File: src/rtl/dcim_macro_seq_pkg.sv
// Shared types for the DCIM macro sequencer: command opcodes, FSM states and timeout sizing.
package dcim_pkg;

  typedef enum logic {
    OP_WRITE   = 1'b0,
    OP_COMPUTE = 1'b1
  } op_t;

  typedef enum logic [2:0] {
    ST_IDLE,
    ST_WR_PULSE,
    ST_WR_GAP,
    ST_CP_SETUP,
    ST_CP_START,
    ST_CP_WAIT
  } state_t;

  localparam int unsigned DCIM_TIMEOUT_CYC_DEF = 1024;

  // Counter width able to hold the full timeout limit.
  function automatic int unsigned dcim_timeout_w(input int unsigned cyc);
    return $clog2(cyc + 1);
  endfunction

endpackage

File: src/rtl/dcim_macro_seq_if.sv
// Command and result handshake bundle between a host (master) and the DCIM sequencer (slave).
interface dcim_macro_seq_if #(
  parameter int unsigned N_ROWS = 8,
  parameter int unsigned D_W    = 24,
  parameter int unsigned XIN_W  = 192,
  parameter int unsigned ACC_W  = 55
) ();
  import dcim_pkg::*;

  localparam int unsigned ROW_W = $clog2(N_ROWS);

  logic             cmd_valid;
  logic             cmd_ready;
  op_t              cmd_op;
  logic [ROW_W-1:0] cmd_row;
  logic [D_W-1:0]   cmd_data;
  logic [XIN_W-1:0] cmd_xin;
  logic             cmd_inwidth;
  logic             cmd_wwidth;
  logic             cmd_acc;
  logic             res_valid;
  logic             res_ready;
  logic [ACC_W-1:0] res_data;
  logic             res_err;

  modport master (
    output cmd_valid, cmd_op, cmd_row, cmd_data, cmd_xin, cmd_inwidth, cmd_wwidth, cmd_acc,
    output res_ready,
    input  cmd_ready, res_valid, res_data, res_err
  );

  modport slave (
    input  cmd_valid, cmd_op, cmd_row, cmd_data, cmd_xin, cmd_inwidth, cmd_wwidth, cmd_acc,
    input  res_ready,
    output cmd_ready, res_valid, res_data, res_err
  );

endinterface

File: src/rtl/dcim_macro_seq_timeout_ctr.sv
// Compute-wait watchdog: cleared by load, counts while enabled, flags the last allowed cycle.
module dcim_timeout_ctr #(
  parameter int unsigned LIMIT = 1024,
  parameter int unsigned W     = 11
) (
  input  logic clk,
  input  logic rstn,
  input  logic load,
  input  logic en,
  output logic expire
);

  logic [W-1:0] count_q, count_d;

  assign expire = en && (count_q == W'(LIMIT - 1));

  always_comb begin
    count_d = count_q;
    if (load) begin
      count_d = '0;
    end else if (en && !expire) begin
      count_d = count_q + 1'b1;
    end
  end

  always_ff @(posedge clk) begin
    if (!rstn) begin
      count_q <= '0;
    end else begin
      count_q <= count_d;
    end
  end

endmodule

File: src/rtl/dcim_macro_seq.sv
// Command-driven sequencer for the DCIM macro: weight writes, compute start/wait, optional accumulation.
// Optional DCIM_TIMEOUT_EN: abort a compute wait after TIMEOUT_CYC cycles and report res_err.
module dcim_macro_seq
  import dcim_pkg::*;
#(
  parameter int unsigned N_ROWS      = 8,
  parameter int unsigned D_W         = 24,
  parameter int unsigned XIN_W       = 192,
  parameter int unsigned NOUT_W      = 51,
  parameter int unsigned ACC_W       = 55,
  parameter int unsigned TIMEOUT_CYC = DCIM_TIMEOUT_CYC_DEF
) (
  input  logic              clk,
  input  logic              rstn,
  dcim_macro_seq_if.slave   bus,
  output logic [N_ROWS-1:0] m_WA,
  output logic [D_W-1:0]    m_D,
  output logic              m_acm_en,
  output logic              m_cima,
  output logic              m_start,
  output logic [XIN_W-1:0]  m_xin,
  output logic              m_inwidth,
  output logic              m_wwidth,
  input  logic [NOUT_W-1:0] m_nout,
  input  logic              m_st,
  output logic              busy
);

  localparam logic [N_ROWS-1:0] WA_ONE = N_ROWS'(1);

  state_t             state_q, state_d;
  logic [N_ROWS-1:0]  wa_q, wa_d;
  logic [D_W-1:0]     d_q, d_d;
  logic               acm_en_q, acm_en_d;
  logic               cima_q, cima_d;
  logic               start_q, start_d;
  logic [XIN_W-1:0]   xin_q, xin_d;
  logic               inw_q, inw_d;
  logic               ww_q, ww_d;
  logic               acc_mode_q, acc_mode_d;
  logic [ACC_W-1:0]   acc_q, acc_d;
  logic               res_valid_q, res_valid_d;
  logic [ACC_W-1:0]   res_data_q, res_data_d;
  logic               st_q, st_d;
  logic               cmd_ready;
  logic               cmd_fire;
  logic               st_rise;

`ifdef DCIM_TIMEOUT_EN
  localparam int unsigned DCIM_TIMEOUT_W = dcim_timeout_w(TIMEOUT_CYC);
  logic res_err_q, res_err_d;
  logic tmo_expire;

  dcim_timeout_ctr #(
    .LIMIT (TIMEOUT_CYC),
    .W     (DCIM_TIMEOUT_W)
  ) u_timeout_ctr (
    .clk    (clk),
    .rstn   (rstn),
    .load   (state_q == ST_CP_START),
    .en     (state_q == ST_CP_WAIT),
    .expire (tmo_expire)
  );

  assign bus.res_err = res_err_q;
`else
  assign bus.res_err = 1'b0;
`endif

  assign cmd_ready     = (state_q == ST_IDLE) && !res_valid_q;
  assign cmd_fire      = bus.cmd_valid && cmd_ready;
  // Only a fresh low-to-high transition ends a job; a level left high from the previous job does not.
  assign st_rise       = m_st && !st_q;

  assign bus.cmd_ready = cmd_ready;
  assign bus.res_valid = res_valid_q;
  assign bus.res_data  = res_data_q;
  assign m_WA          = wa_q;
  assign m_D           = d_q;
  assign m_acm_en      = acm_en_q;
  assign m_cima        = cima_q;
  assign m_start       = start_q;
  assign m_xin         = xin_q;
  assign m_inwidth     = inw_q;
  assign m_wwidth      = ww_q;
  assign busy          = (state_q != ST_IDLE);

  always_comb begin
    state_d     = state_q;
    wa_d        = wa_q;
    d_d         = d_q;
    acm_en_d    = acm_en_q;
    cima_d      = cima_q;
    start_d     = start_q;
    xin_d       = xin_q;
    inw_d       = inw_q;
    ww_d        = ww_q;
    acc_mode_d  = acc_mode_q;
    acc_d       = acc_q;
    res_valid_d = res_valid_q;
    res_data_d  = res_data_q;
    st_d        = m_st;
`ifdef DCIM_TIMEOUT_EN
    res_err_d   = res_err_q;
`endif

    case (state_q)
      ST_IDLE: begin
        if (res_valid_q && bus.res_ready) begin
          res_valid_d = 1'b0;
        end
        if (cmd_fire) begin
          acm_en_d = 1'b1;
          if (bus.cmd_op == OP_WRITE) begin
            // Out-of-range rows shift the one bit off the end, leaving WA all zero.
            wa_d    = WA_ONE << bus.cmd_row;
            d_d     = bus.cmd_data;
            cima_d  = 1'b0;
            state_d = ST_WR_PULSE;
          end else begin
            xin_d      = bus.cmd_xin;
            inw_d      = bus.cmd_inwidth;
            ww_d       = bus.cmd_wwidth;
            acc_mode_d = bus.cmd_acc;
            cima_d     = 1'b1;
            state_d    = ST_CP_SETUP;
          end
        end
      end
      ST_WR_PULSE: begin
        wa_d    = '0;
        state_d = ST_WR_GAP;
      end
      ST_WR_GAP: begin
        acm_en_d = 1'b0;
        state_d  = ST_IDLE;
      end
      ST_CP_SETUP: begin
        start_d = 1'b1;
        state_d = ST_CP_START;
      end
      ST_CP_START: begin
        start_d = 1'b0;
        state_d = ST_CP_WAIT;
      end
      ST_CP_WAIT: begin
        if (st_rise) begin
          acc_d       = acc_mode_q ? (acc_q + ACC_W'(m_nout)) : ACC_W'(m_nout);
          res_data_d  = acc_d;
          res_valid_d = 1'b1;
          cima_d      = 1'b0;
          acm_en_d    = 1'b0;
          state_d     = ST_IDLE;
`ifdef DCIM_TIMEOUT_EN
          res_err_d   = 1'b0;
        end else if (tmo_expire) begin
          res_data_d  = '0;
          res_valid_d = 1'b1;
          res_err_d   = 1'b1;
          cima_d      = 1'b0;
          acm_en_d    = 1'b0;
          state_d     = ST_IDLE;
`endif
        end
      end
      default: state_d = ST_IDLE;
    endcase
  end

  always_ff @(posedge clk) begin
    if (!rstn) begin
      state_q     <= ST_IDLE;
      wa_q        <= '0;
      d_q         <= '0;
      acm_en_q    <= 1'b0;
      cima_q      <= 1'b0;
      start_q     <= 1'b0;
      xin_q       <= '0;
      inw_q       <= 1'b0;
      ww_q        <= 1'b0;
      acc_mode_q  <= 1'b0;
      acc_q       <= '0;
      res_valid_q <= 1'b0;
      res_data_q  <= '0;
      st_q        <= 1'b0;
`ifdef DCIM_TIMEOUT_EN
      res_err_q   <= 1'b0;
`endif
    end else begin
      state_q     <= state_d;
      wa_q        <= wa_d;
      d_q         <= d_d;
      acm_en_q    <= acm_en_d;
      cima_q      <= cima_d;
      start_q     <= start_d;
      xin_q       <= xin_d;
      inw_q       <= inw_d;
      ww_q        <= ww_d;
      acc_mode_q  <= acc_mode_d;
      acc_q       <= acc_d;
      res_valid_q <= res_valid_d;
      res_data_q  <= res_data_d;
      st_q        <= st_d;
`ifdef DCIM_TIMEOUT_EN
      res_err_q   <= res_err_d;
`endif
    end
  end

endmodule
File: src/flat_wrapper.sv
// flat-port wrapper written by rule: the top's interface ports become plain ports
module dcim_macro_seq_flat import dcim_pkg::*;
#(
  parameter int unsigned N_ROWS      = 8,
  parameter int unsigned D_W         = 24,
  parameter int unsigned XIN_W       = 192,
  parameter int unsigned NOUT_W      = 51,
  parameter int unsigned ACC_W       = 55,
  parameter int unsigned TIMEOUT_CYC = DCIM_TIMEOUT_CYC_DEF
)
  (clk, rstn, m_WA, m_D, m_acm_en, m_cima, m_start, m_xin, m_inwidth, m_wwidth, m_nout, m_st, busy, bus_cmd_valid, bus_cmd_op, bus_cmd_row, bus_cmd_data, bus_cmd_xin, bus_cmd_inwidth, bus_cmd_wwidth, bus_cmd_acc, bus_res_ready, bus_cmd_ready, bus_res_valid, bus_res_data, bus_res_err);
  dcim_macro_seq_if #(.N_ROWS(N_ROWS), .D_W(D_W), .XIN_W(XIN_W), .ACC_W(ACC_W)) bus_i ();
  input  logic clk;
  input  logic rstn;
  output logic [N_ROWS-1:0] m_WA;
  output logic [D_W-1:0] m_D;
  output logic m_acm_en;
  output logic m_cima;
  output logic m_start;
  output logic [XIN_W-1:0] m_xin;
  output logic m_inwidth;
  output logic m_wwidth;
  input  logic [NOUT_W-1:0] m_nout;
  input  logic m_st;
  output logic busy;
  input wire logic [$bits(bus_i.cmd_valid)-1:0] bus_cmd_valid;
  input wire logic [$bits(bus_i.cmd_op)-1:0] bus_cmd_op;
  input wire logic [$bits(bus_i.cmd_row)-1:0] bus_cmd_row;
  input wire logic [$bits(bus_i.cmd_data)-1:0] bus_cmd_data;
  input wire logic [$bits(bus_i.cmd_xin)-1:0] bus_cmd_xin;
  input wire logic [$bits(bus_i.cmd_inwidth)-1:0] bus_cmd_inwidth;
  input wire logic [$bits(bus_i.cmd_wwidth)-1:0] bus_cmd_wwidth;
  input wire logic [$bits(bus_i.cmd_acc)-1:0] bus_cmd_acc;
  input wire logic [$bits(bus_i.res_ready)-1:0] bus_res_ready;
  output wire logic [$bits(bus_i.cmd_ready)-1:0] bus_cmd_ready;
  output wire logic [$bits(bus_i.res_valid)-1:0] bus_res_valid;
  output wire logic [$bits(bus_i.res_data)-1:0] bus_res_data;
  output wire logic [$bits(bus_i.res_err)-1:0] bus_res_err;
  assign bus_i.cmd_valid = bus_cmd_valid;
  assign bus_i.cmd_op = bus_cmd_op;
  assign bus_i.cmd_row = bus_cmd_row;
  assign bus_i.cmd_data = bus_cmd_data;
  assign bus_i.cmd_xin = bus_cmd_xin;
  assign bus_i.cmd_inwidth = bus_cmd_inwidth;
  assign bus_i.cmd_wwidth = bus_cmd_wwidth;
  assign bus_i.cmd_acc = bus_cmd_acc;
  assign bus_i.res_ready = bus_res_ready;
  assign bus_cmd_ready = bus_i.cmd_ready;
  assign bus_res_valid = bus_i.res_valid;
  assign bus_res_data = bus_i.res_data;
  assign bus_res_err = bus_i.res_err;
  dcim_macro_seq #(.N_ROWS(N_ROWS), .D_W(D_W), .XIN_W(XIN_W), .NOUT_W(NOUT_W), .ACC_W(ACC_W), .TIMEOUT_CYC(TIMEOUT_CYC)) u_core (.clk(clk), .rstn(rstn), .bus(bus_i), .m_WA(m_WA), .m_D(m_D), .m_acm_en(m_acm_en), .m_cima(m_cima), .m_start(m_start), .m_xin(m_xin), .m_inwidth(m_inwidth), .m_wwidth(m_wwidth), .m_nout(m_nout), .m_st(m_st), .busy(busy));
endmodule
File: config.mk
export PLATFORM = sky130hd
export DESIGN_NAME = dcim_macro_seq_flat
export DESIGN_NICKNAME = d
export VERILOG_FILES = /design/src/rtl/dcim_macro_seq_pkg.sv /design/src/rtl/dcim_macro_seq_if.sv /design/src/rtl/dcim_macro_seq_timeout_ctr.sv /design/src/rtl/dcim_macro_seq.sv /design/src/flat_wrapper.sv
export SDC_FILE = /design/constraint.sdc
export NUM_CORES = 1
export LEC_CHECK = 0
export ABC_AREA = 1
export CAP_MARGIN = 20
export CORE_AREA = 2 2 220 222
export CTS_CLUSTER_SIZE = 14
export DETAILED_ROUTE_END_ITERATION = 6
export DIE_AREA = 0 0 222 224
export PLACE_DENSITY = 0.64
export SKIP_LAST_GASP = 1
export SLEW_MARGIN = 20
export SYNTH_ARGS = -nofsm -noshare
export SYNTH_HDL_FRONTEND = slang
export SYNTH_SLANG_ARGS = --single-unit
File: constraint.sdc
create_clock -name clk -period 2.1 [get_ports clk]
set_input_delay 0.42 -clock clk [delete_from_list [all_inputs] [get_ports clk]]
set_output_delay 0.42 -clock clk [all_outputs]
set_load 0.02 [all_outputs]
==> impl_metrics.ini <==
[sta]
final_period_minus_worst_setup_slack_ps = 2104
slew_viol_final = 0
fin_worst_skew_ps = 26.99
final_critical_path_setup_slack_ps = -3.787
fin_crit_sh = 1.002
final-setup-viol-count = 2
timing.hold.ws_ps = 224.8
timing_hold_violations_final = 0
grt_setup_unrepaired = yes
fmax_ghz = 0.4753

[worst_setup_path]
cp.arrival_ps = 1680
worst_path_max_delay_cell = clkdlybuf4s50_1
critical_path.max_stage_delay_ps = 600
critPathLaunchType = register
timing.critical_path.to_type = output port
crit_path_cell_trace = buf_4 > clkdlybuf4s50_1
required_ps = 1680
criticalPathCategory = reg -> out
cp_max_fo = 2

[place]
place_congestion = 0.9777
numPortBuffers = 565
hpwlAfterDp_mm = 54.80

[die]
design.portCount = 567
start_util = 0.3204
dieArea_mm2 = 0.04973
core_area_mm2 = 0.04735
num_rows = 80
die-height_um = 224
die_w_um = 222

[synthesis]
yosysWarnings = 0
netlist_area_mm2 = 0.01517
postSynth.asyncResetShare = 0
syn-instance-count = 2366
synth-seq-area-share = 0.3827
syn_nets = 2697
post_synthesis_area_per_instance_um2 = 6.412
postSynth.topFlopCell = dfxtp_1
synth.ff_latch_count = 290
synth_edf_count = 0
synthDistinctLibCells = 37

[pwr]
power.ir.vdd_worst_uv = 832.3
switching_share_of_power = 0.3543
p_leak_nw = 12.14
pwr-share-clk = 0.306
pwr_density_cell_mw_per_mm2 = 798.0
p_int_w = 0.01335
pwr-share-comb = 0.353
sequentialPowerShare = 0.341
total_switching_power_w = 0.007328

[global_routing]
antenna_violations_before_repair = 9
first_global_vias = 17860
grt_pass1_wl_mm = 103.6
overflow_after_grt = 0
maximum_number_of_pins_on_one_net_before_global_route_repair = 87
grtUsageTotal = 0.2698

[drt]
drt-total-wl_mm = 70.84
dr_total_vias = 18260
detail_route.iter0.violations = 1145
via_per_inst = 4.844
antenna_violating_nets_post_route = 0
drcViolationCount = 0
dr.pass1.iters = 5
drt-wirelength-per-cell_um = 18.79

[cts]
clock_insertion_delay_worst_skew_ps = 560
number_of_cts_inserted_buffers = 36
clockRootBuffer = clkbuf_16
cts_htree_levels = 2
cts.sink_count = 290
worst_setup_hold_path_clk_slew_ps = 70
tritoncts = yes
clockBufferDepth = 3

[cells_and_area]
final_common_cell = nor2_1
n_antenna_cell = 0
commonest_cells_after_routing_fill_and_taps_aside = 555 x nor2_1, 512 x clkdlybuf4s50_1, 414 x nand2_1
post_route_cells_drive_above_1_share = 0.2022
area_growth_syn_to_layout_pct = 70.82
finish.net_count = 3463
fin_util = 0.5474

[outcome]
run_status = complete, but fails checks
failed_checks = negative setup slack

[hold_path]
hold_path_class = in -> reg

[job]
cap_viol_max_count = 0
## per-layer routing
layer	vias to the layer above	global-route usage	wire (µm)
met2	592	0.4907	35690
met4	16	0.1197	3282
li1	8979	-	-
met1	8528	0.3026	27410
met3	145	0.05784	4344
met5	-	0	111
## sequential cells by signal, summed over array words and instances (netlist names)
name	flops
u_core.m_WA	8
u_core.m_inwidth	1
u_core.state_q	3
u_core.m_xin	192
u_core.bus.res_valid	1
u_core.m_start	1
u_core.m_cima	1
u_core.m_acm_en	1
u_core.m_wwidth	1
u_core.st_q	1
u_core.acc_q	55
u_core.acc_mode_q	1
u_core.m_D	24
## cell families after synthesis
group | share of synthesized area
compound gates | 0.1413
simple gates | 0.3187
fa+ha+maj | 0.04338
buf+inv | 0.09930
other cells | 0.0002472
flops | 0.3827
xor+xnor | 0.01443
## metrics by stage
step	power, W	instances	setup WS (ps)	TNS (ps)	area [µm²]
floorplan	0.01051	2366	55.64	0	15170
global placement	0.01416	3696	-898.3	-28030	23080
detailed placement	0.01424	3696	-872.6	-28880	23080
CTS	0.02064	3762	-57.25	-361.4	24590
global route	0.02150	3770	-89.65	-973.2	25910
finish	0.02068	3770	-3.787	-6.419	25910
## power by group through the flow
stage	sequential (W)	combinational [W]	clock (W)
global placement	0.00708	0.00708	0
floorplan	0.00826	0.00225	0
finish	0.00704	0.00730	0.00633
CTS	0.00702	0.00718	0.00643
global route	0.00715	0.00773	0.00662
detailed placement	0.00712	0.00712	0
## final timing paths
check,start,end,slack [ps],cells past startpoint
setup / recovery,u_core.acc_q[36],bus_res_data[36],-4,2
hold / removal,m_nout[0],u_core.acc_q[0],220,3
setup reg to reg,u_core.acc_q[0],u_core.acc_q[40],20,15
hold reg to reg,u_core.m_start,u_core.m_start,470,2
## final cells by class
| cell class | count | area (µm²) |
|---|---|---|
| clock inverters | 8 | 85.08 |
| inverters | 253 | 957.2 |
| multi-input cells | 1722 | 9231 |
| fillers | 4541 | 21430 |
| repair buffers | 829 | 7894 |
| clock buffers | 53 | 1126 |
| flip-flops and latches | 290 | 5852 |
| well taps | 615 | 769.5 |
## critical path, delay by kind of cell (launching register included)
family	cells	cell delay (ps)
flops	1	380
buf+inv	2	750
## cells in the mapped netlist (all sizes together), types with 2 or more instances
cell type,count,area (µm²)
nand3,80,400.4
nand2,506,1907
xnor2,4,35.03
o21ai,269,1346
xor2,21,183.9
nand4,14,87.58
nor2,600,2303
buf,45,346.6
a31oi,2,12.51
nand3b,3,22.52
a21oi,134,670.6
dfxtp,290,5806
o211ai,2,15.01
o21bai,8,60.06
ha,51,638.1
clkinv,2,7.510
inv,251,942.2
clkbuf,56,210.2
a211oi,2,15.01
nor3,14,70.07
nor4,5,31.28
## timing repair
action | 4_1_cts | 5_1_grt
hold buffers | 0 | 0
pin swaps | 15 | 82
hold endpoints to repair | 0 | 0
setup buffers | 5 | 9
setup endpoints to repair | 42 | 60
cloned | 0 | 0
gates resized for setup | 74 | 338
Power figures use the tool's default switching activity.
